===== src/rtl/coeff_loader_pkg.sv =====
// Shared types and helpers for the coefficient bank loader: FSM state encoding,
// CRC-8 polynomial, and the beats-per-row / residual-width arithmetic.
package coeff_loader_pkg;

    typedef enum logic [2:0] {
        ST_IDLE    = 3'd0,
        ST_FILL    = 3'd1,
        ST_WRITE   = 3'd2,
        ST_FULL    = 3'd3,
        ST_RD_REQ  = 3'd4,
        ST_RD_WAIT = 3'd5,
        ST_RD_OUT  = 3'd6,
        ST_RD_DONE = 3'd7
    } state_t;

    localparam logic [7:0] CRC8_POLY = 8'h07;

    function automatic int calc_beats(input int word_w, input int in_w);
        return (word_w + in_w - 1) / in_w;
    endfunction

    // Width of the final beat of a row; equals in_w when word_w divides evenly.
    function automatic int calc_res(input int word_w, input int in_w);
        return word_w - (calc_beats(word_w, in_w) - 1) * in_w;
    endfunction

    function automatic logic [7:0] crc8_update(input logic [7:0] crc, input logic [7:0] data);
        logic [7:0] c;
        c = crc ^ data;
        for (int i = 0; i < 8; i++) begin
            c = c[7] ? ((c << 1) ^ CRC8_POLY) : (c << 1);
        end
        return c;
    endfunction

endpackage


===== src/rtl/coeff_row_assembler.sv =====
// Collects GPIO beats into one coefficient row by left-shifting; the final beat
// of a row shifts in only its residual low bits so the first beat lands in the MSBs.
module coeff_row_assembler
    import coeff_loader_pkg::*;
#(
    parameter int IN_W   = 8,
    parameter int WORD_W = 306
) (
    input  logic              i_clk,
    input  logic              i_rstn,
    input  logic              clear,
    input  logic              accept,
    input  logic [IN_W-1:0]   beat,
    output logic [WORD_W-1:0] row,
    output logic              last_beat
);

    localparam int BEATS = calc_beats(WORD_W, IN_W);
    localparam int RES   = calc_res(WORD_W, IN_W);
    localparam int CW    = (BEATS > 1) ? $clog2(BEATS) : 1;

    logic [CW-1:0]     cnt_reg;
    logic [WORD_W-1:0] row_reg;
    logic [WORD_W-1:0] row_next;

    assign last_beat = (cnt_reg == CW'(BEATS - 1));
    assign row       = row_reg;

    generate
        if (BEATS > 1) begin : g_multi
            always_comb begin
                row_next = last_beat ? {row_reg[WORD_W-RES-1:0], beat[RES-1:0]}
                                     : {row_reg[WORD_W-IN_W-1:0], beat};
            end
        end else begin : g_single
            always_comb begin
                row_next = beat[WORD_W-1:0];
            end
        end
    endgenerate

    always_ff @(posedge i_clk or negedge i_rstn) begin
        if (!i_rstn) begin
            cnt_reg <= '0;
            row_reg <= '0;
        end else if (clear) begin
            cnt_reg <= '0;
        end else if (accept) begin
            row_reg <= row_next;
            cnt_reg <= last_beat ? '0 : cnt_reg + 1'b1;
        end
    end

endmodule


===== src/rtl/coeff_bank_loader.sv =====
// Loads a coefficient register file row by row from a GPIO beat stream, then
// streams the rows back out. Define COEFF_BANK_LOADER_CRC_EN for a CRC-8 over accepted beats.
module coeff_bank_loader
    import coeff_loader_pkg::*;
#(
    parameter int IN_W   = 8,
    parameter int WORD_W = 306,
    parameter int DEPTH  = 50,
    localparam int AW    = $clog2(DEPTH)
) (
    input  logic              i_clk,
    input  logic              i_rstn,
    input  logic              i_cmd_reset,
    input  logic              i_cmd_init,
    input  logic              i_cmd_load,
    input  logic [IN_W-1:0]   i_gpio_data,
    input  logic              i_gpio_valid,
    output logic              o_gpio_ready,
    output logic [AW-1:0]     o_mem_a,
    output logic              o_mem_web,
    output logic [WORD_W-1:0] o_mem_bweb,
    output logic [WORD_W-1:0] o_mem_d,
    input  logic [WORD_W-1:0] i_mem_q,
    output logic              o_row_valid,
    input  logic              i_row_ready,
    output logic [WORD_W-1:0] o_row_data,
    output logic [AW-1:0]     o_row_idx,
    output logic              o_wr_done,
    output logic              o_buf_full,
    output logic              o_rd_done,
    output logic [7:0]        o_crc
);

    // Pointers need one extra code so they can rest at DEPTH.
    localparam int PW = $clog2(DEPTH + 1);

    state_t            state_reg, state_next;
    logic [PW-1:0]     wr_ptr_reg, rd_ptr_reg;
    logic              wr_done_reg, rd_done_reg, cmd_reset_q;
    logic [WORD_W-1:0] row_data_reg, asm_row;
    logic [AW-1:0]     row_idx_reg;
    logic              soft_clr, beat_accept, asm_clear, last_beat;
    logic              row_hs, wr_last, rd_last;

    assign soft_clr     = i_cmd_reset & ~cmd_reset_q;
    assign o_gpio_ready = (state_reg == ST_FILL) && i_cmd_init && !soft_clr;
    assign beat_accept  = i_gpio_valid && o_gpio_ready;
    assign asm_clear    = soft_clr || ((state_reg == ST_FILL) && !i_cmd_init);
    assign row_hs       = (state_reg == ST_RD_OUT) && i_row_ready;
    assign wr_last      = (wr_ptr_reg == PW'(DEPTH - 1));
    assign rd_last      = (rd_ptr_reg == PW'(DEPTH - 1));

    coeff_row_assembler #(
        .IN_W   (IN_W),
        .WORD_W (WORD_W)
    ) u_assembler (
        .i_clk     (i_clk),
        .i_rstn    (i_rstn),
        .clear     (asm_clear),
        .accept    (beat_accept),
        .beat      (i_gpio_data),
        .row       (asm_row),
        .last_beat (last_beat)
    );

    always_comb begin
        state_next = state_reg;
        case (state_reg)
            ST_IDLE: begin
                if (i_cmd_init && !wr_done_reg)
                    state_next = ST_FILL;
                else if (i_cmd_load && wr_done_reg)
                    state_next = ST_RD_REQ;
            end
            ST_FILL: begin
                if (!i_cmd_init)
                    state_next = ST_IDLE;
                else if (beat_accept && last_beat)
                    state_next = ST_WRITE;
            end
            ST_WRITE:   state_next = wr_last ? ST_FULL : ST_FILL;
            ST_FULL:    if (i_cmd_load) state_next = ST_RD_REQ;
            ST_RD_REQ:  state_next = i_cmd_load ? ST_RD_WAIT : ST_FULL;
            ST_RD_WAIT: state_next = i_cmd_load ? ST_RD_OUT : ST_FULL;
            // An offered row is always handed over before load-drop is honoured.
            ST_RD_OUT: begin
                if (row_hs)
                    state_next = rd_last ? ST_RD_DONE : (i_cmd_load ? ST_RD_REQ : ST_FULL);
            end
            ST_RD_DONE: state_next = ST_RD_DONE;
            default:    state_next = ST_IDLE;
        endcase
    end

    always_ff @(posedge i_clk or negedge i_rstn) begin
        if (!i_rstn) begin
            state_reg    <= ST_IDLE;
            wr_ptr_reg   <= '0;
            rd_ptr_reg   <= '0;
            wr_done_reg  <= 1'b0;
            rd_done_reg  <= 1'b0;
            cmd_reset_q  <= 1'b0;
            row_data_reg <= '0;
            row_idx_reg  <= '0;
        end else begin
            cmd_reset_q <= i_cmd_reset;
            if (soft_clr) begin
                state_reg    <= ST_IDLE;
                wr_ptr_reg   <= '0;
                rd_ptr_reg   <= '0;
                wr_done_reg  <= 1'b0;
                rd_done_reg  <= 1'b0;
                row_data_reg <= '0;
                row_idx_reg  <= '0;
            end else begin
                state_reg <= state_next;
                if (state_reg == ST_WRITE) begin
                    wr_ptr_reg <= wr_ptr_reg + 1'b1;
                    if (wr_last)
                        wr_done_reg <= 1'b1;
                end
                if (state_reg == ST_RD_WAIT) begin
                    row_data_reg <= i_mem_q;
                    row_idx_reg  <= rd_ptr_reg[AW-1:0];
                end
                if (row_hs) begin
                    rd_ptr_reg <= rd_ptr_reg + 1'b1;
                    if (rd_last)
                        rd_done_reg <= 1'b1;
                end
            end
        end
    end

    assign o_mem_web   = (state_reg != ST_WRITE);
    assign o_mem_bweb  = {WORD_W{o_mem_web}};
    assign o_mem_a     = o_mem_web ? rd_ptr_reg[AW-1:0] : wr_ptr_reg[AW-1:0];
    assign o_mem_d     = asm_row;
    assign o_row_valid = (state_reg == ST_RD_OUT);
    assign o_row_data  = row_data_reg;
    assign o_row_idx   = row_idx_reg;
    assign o_wr_done   = wr_done_reg;
    assign o_rd_done   = rd_done_reg;
    assign o_buf_full  = (wr_ptr_reg == PW'(DEPTH));

`ifdef COEFF_BANK_LOADER_CRC_EN
    logic [7:0] crc_reg;
    logic [7:0] crc_byte;

    generate
        if (IN_W >= 8) begin : g_crc_wide
            assign crc_byte = i_gpio_data[7:0];
        end else begin : g_crc_narrow
            assign crc_byte = {{(8 - IN_W){1'b0}}, i_gpio_data};
        end
    endgenerate

    always_ff @(posedge i_clk or negedge i_rstn) begin
        if (!i_rstn)
            crc_reg <= 8'h00;
        else if (soft_clr)
            crc_reg <= 8'h00;
        else if (beat_accept)
            crc_reg <= crc8_update(crc_reg, crc_byte);
    end

    assign o_crc = crc_reg;
`else
    assign o_crc = 8'h00;
`endif

endmodule

===== config.mk =====
export PLATFORM = sky130hd
export DESIGN_NAME = coeff_bank_loader
export DESIGN_NICKNAME = d
export VERILOG_FILES = /design/src/rtl/coeff_loader_pkg.sv /design/src/rtl/coeff_row_assembler.sv /design/src/rtl/coeff_bank_loader.sv
export SDC_FILE = /design/constraint.sdc
export NUM_CORES = 1
export LEC_CHECK = 0
export BUFFER_PORTS_ARGS = -buffer_cell sky130_fd_sc_hd__buf_2
export CORE_AREA = 2 2 487 489
export CTS_BUF_LIST = sky130_fd_sc_hd__clkbuf_2 sky130_fd_sc_hd__clkbuf_4 sky130_fd_sc_hd__clkbuf_8
export DETAILED_ROUTE_END_ITERATION = 16
export DIE_AREA = 0 0 489 491
export PLACE_DENSITY = 0.31
export SLEW_MARGIN = 20
export SYNTH_ARGS = -nofsm -noshare
export SYNTH_HDL_FRONTEND = slang
export SYNTH_SLANG_ARGS = --single-unit
export TNS_END_PERCENT = 20

===== constraint.sdc =====
create_clock -name i_clk -period 14.7 [get_ports i_clk]
set_clock_uncertainty 0.2 [all_clocks]
set_input_delay 1.47 -clock i_clk [delete_from_list [all_inputs] [get_ports i_clk]]
set_output_delay 1.47 -clock i_clk [all_outputs]
set_load 0.05 [all_outputs]

==> impl_results.rst <==
.. list-table::
   :header-rows: 1

   * - Metric
     - Value
   * - Status
     - completed
   * - Core region area
     - 234,500 sq um
   * - WL final
     - 153,800 microns
   * - Final worst-path setup slack
     - 9.503 ns
   * - Top Ports
     - 1,265
   * - Initial standard-cell utilization of the core
     - 12.07%
   * - Layout net count
     - 4,083
   * - Sequential cell area fraction in the yosys report
     - between 50% and 60%
   * - DRC errors left
     - 0
   * - Number of endpoints with negative hold slack in the final report
     - 0
   * - Y dimension of the die
     - 491 microns
   * - Startpoint type of the worst setup path
     - register
   * - Dominant synthesized flop cell
     - sky130_fd_sc_hd__dfrtp_1
   * - Residual antenna-violating net count after detailed routing
     - 0
   * - Detailed placer's ending HPWL
     - 115,400 microns
   * - Placed cell count
     - about 6,800
   * - Endpoint of the worst hold path
     - o_rd_done$_DFFE_PN0P_
   * - Worst-skew pair later-pin latency
     - 0.86 ns
   * - Worst vdd ir
     - 0.2559 mV
   * - Number of flops mapped to enable cells by yosys
     - 0
   * - Async S/R FF share, synth
     - 100.0%
   * - Max_slew headroom
     - between 20% and 30%
   * - Post-Place Setup Slack
     - 9.322 ns
   * - Inserted Clock Buffers
     - 140
   * - DR vias/cell
     - ~3.5
   * - Final number of setup-violating endpoints
     - 0
   * - Port Buffers
     - 1,256
   * - Peak Freq
     - 0.1924 GHz
   * - R2r setup slk
     - approximately 10 ns
   * - Detailed-route wire length per cell
     - between 20 and 25 microns
   * - Leading post-synthesis cells by cell area
     - sky130_fd_sc_hd__dfrtp_1 (57%), sky130_fd_sc_hd__a22o_1 (9.7%), sky130_fd_sc_hd__buf_4 (8.3%)
   * - Area of the die
     - approximately 240,000 sq um
   * - Class of the most critical hold timing path
     - reg2reg
   * - CTS tree
     - yes
   * - Area of the multi-input gates
     - a little under 9000 sq um
   * - Placed instance area
     - 35,620 sq um
   * - Synth Area per Inst
     - approximately 10 sq um
   * - Total via count in the routed design
     - 24,870
   * - Storage element area
     - 16,070 sq um
   * - WP data required
     - 13.03 ns
   * - Rows
     - 178
   * - Maximum number of pins on one net before global-route repair
     - roughly 210
   * - CP Class
     - reg2out
   * - Worst path arrival time
     - between 3 and 4 ns
   * - Worst Reg2Reg Path Length in Cells
     - 6
   * - Flip-flop and latch count after synthesis
     - 642
   * - Slew at the pin closest to its max-slew limit
     - 1.098 ns
   * - Startpoint of the most critical hold path
     - o_rd_done$_DFFE_PN0P_
   * - Met3 routing resource usage after global routing
     - 3.953%
   * - Fraction of post-synthesis cell area in the top cell type by area
     - 56.76%
   * - Post-CTS setup-driven buffer insertion count
     - 0
   * - Power density cells
     - between 200 and 300 nW/um^2
   * - Met2 track demand over resource
     - 21.84%
   * - Via count of the first global-routing pass
     - 23,880
   * - Clock slew seen by the registers of the worst setup and hold paths
     - 0.05 ns
   * - Final Critical Period
     - around 5.2 ns
   * - Filler cell count in the final layout
     - 26,400
   * - Synth Cell Area
     - 28,300 sq um
   * - Initial antenna violation count
     - 30
   * - Crit Reg-Reg Endpoint
     - u_assembler.row[34]$_DFFE_PN0P_
   * - CP Max Fanout
     - about 200
   * - RSZ-0062 raised after global routing
     - no
   * - GR Layer Usage met1
     - 13.36%
   * - Worst hold slack after final layout
     - ~0.29 ns
   * - H-tree levels
     - 4
   * - Hold_buf cts
     - 0
   * - Cell variety after synth
     - 41
   * - Post-cts sizing count
     - 0
   * - Leakage power total
     - between 15 and 20 nW
   * - Grt peak-use layer
     - met2
   * - Endpoint type of the worst setup path
     - primary output
   * - First-pass iteration count of the detailed router
     - 5
   * - Number of sinks driven by the clock tree
     - about 640
   * - Area Growth Syn to Fin
     - 37.06%
   * - Warnings from Yosys
     - 0
   * - Number of standard cells in the final layout excluding fillers
     - 7,025
   * - Post-route design area
     - ~39,000 sq um
   * - Final worst-path cycle share
     - 35.35%
   * - Maximum clock insertion buffer count
     - 3
   * - Top cell type by total area after synthesis
     - sky130_fd_sc_hd__dfrtp_1
   * - Initial detailed-routing violation count
     - between 1,000 and 1,500
   * - Last weighted congestion value of the routability-driven placer
     - between 0.7 and 0.8
   * - Reg-to-Reg Start
     - state_reg[0]$_DFFE_PN0P_
   * - Root Driver
     - sky130_fd_sc_hd__clkbuf_8
   * - Total count of max-transition violations in the final report
     - 0
   * - Number of cells produced by synthesis
     - around 2,800
   * - Share of layout cells above drive strength 1
     - 40.27%
   * - Floorplan die width
     - 489 microns
   * - Final global-route overflow total
     - 0
   * - Hold path depth
     - 2
   * - Wire length of the first global-routing pass
     - 206,800 microns
   * - All-layer global routing usage
     - 12.20%
   * - Max-cap violation count
     - 0
   * - Setup TNS Final
     - 0 ns
-- worst max path at each step --
stage / cells after the start / start / slack (ns) / end
2_1_floorplan: 4 / state_reg[1]$_DFFE_PN0P_ / 6.78 / o_mem_bweb[0]
3_3_place_gp: 7 / i_cmd_reset / 9.32 / o_row_data[46]$_DFFE_PN0P_
3_5_place_dp: 7 / i_cmd_reset / 9.32 / o_row_data[82]$_DFFE_PN0P_
4_1_cts: 5 / state_reg[1]$_DFFE_PN0P_ / 9.01 / o_mem_bweb[157]
5_1_grt: 5 / state_reg[1]$_DFFE_PN0P_ / 9.11 / o_mem_bweb[276]
6_report: 5 / state_reg[1]$_DFFE_PN0P_ / 9.50 / o_mem_bweb[163]
-- report_power, final --
part	internal (W)	leakage, nW	switching (W)	total [W]
sequential	0.00240	8.03	0.000773	0.00318
clock	0.00125	1.63	0.000982	0.00223
combinational	0.00115	9.03	0.00476	0.00591
-- layout by cell type, fill, tap and decap left out, types with 10 or more instances in the layout --
master and n:
sky130_fd_sc_hd__a21oi_1 10, sky130_fd_sc_hd__a22o_1 313, sky130_fd_sc_hd__a31oi_1 305, sky130_fd_sc_hd__buf_2 1255, sky130_fd_sc_hd__buf_4 33, sky130_fd_sc_hd__clkbuf_4 50, sky130_fd_sc_hd__clkbuf_8 170, sky130_fd_sc_hd__dfrtp_1 642
sky130_fd_sc_hd__diode_2 19, sky130_fd_sc_hd__nand2_1 622, sky130_fd_sc_hd__nor2_1 330
-- cell type report --
type | count | share of cell area, %
sequential | 642 | 41.41
multi-input combinational | 1666 | 23.06
timing repair buffer | 1295 | 17.15
tap | 3150 | 10.16
clock buffer | 220 | 6.999
clock inverter | 23 | 0.9805
antenna | 19 | 0.1226
inverter | 10 | 0.1097
-- routing by layer --
layer | vias to the layer above | share of wire (%)
met4 | 20 | 3.1
met1 | 12220 | 37
met5 | - | 0.090
met3 | 198 | 8.0
li1 | 11360 | -
met2 | 1073 | 51
-- critical path, cell delays in order (launching register included) --
cell and delay, ns:
sky130_fd_sc_hd__dfrtp_1 0.56, sky130_fd_sc_hd__nor3b_4 0.25, sky130_fd_sc_hd__buf_4 0.24, sky130_fd_sc_hd__inv_6 0.36, sky130_fd_sc_hd__buf_6 0.69, sky130_fd_sc_hd__buf_2 0.40
-- cells in the mapped netlist (4+ instances only) --
| cell type | count |
|---|---|
| sky130_fd_sc_hd__a21oi_1 | 10 |
| sky130_fd_sc_hd__a22o_1 | 313 |
| sky130_fd_sc_hd__a31oi_1 | 305 |
| sky130_fd_sc_hd__buf_1 | 8 |
| sky130_fd_sc_hd__buf_2 | 133 |
| sky130_fd_sc_hd__buf_4 | 314 |
| sky130_fd_sc_hd__clkbuf_1 | 70 |
| sky130_fd_sc_hd__dfrtp_1 | 642 |
| sky130_fd_sc_hd__ha_1 | 7 |
| sky130_fd_sc_hd__inv_1 | 10 |
| sky130_fd_sc_hd__mux2_2 | 5 |
| sky130_fd_sc_hd__nand2_1 | 622 |
| sky130_fd_sc_hd__nand3_1 | 8 |
| sky130_fd_sc_hd__nand4_1 | 5 |
| sky130_fd_sc_hd__nor2_1 | 332 |
| sky130_fd_sc_hd__nor3_1 | 6 |
| sky130_fd_sc_hd__o21ai_0 | 6 |
| sky130_fd_sc_hd__xnor2_1 | 4 |
| sky130_fd_sc_hd__xor2_1 | 7 |
-- through the flow --
step,utilization (%),total power (W)
global placement,15.19,0.009281
global route,16.53,0.01192
detailed placement,15.19,0.009265
finish,16.54,0.01132
floorplan,-,0.007759
CTS,16.51,0.01161
-- cell families (layout without fill, tap and decap cells) --
kind of cell	after synthesis	after routing	synth area share [%]
AO/OA/AOI/OAI	642	642	16.96
XOR/XNOR	11	11	0.3404
adder cells (fa/ha/maj)	7	7	0.3094
buffers and inverters	535	1548	11.85
flip-flops	642	642	56.76
multiplexers	6	6	0.2343
other	1	27	0.01325
AND/OR/NAND/NOR	992	992	13.54
No activity file was read; power rests on OpenSTA's default activity.
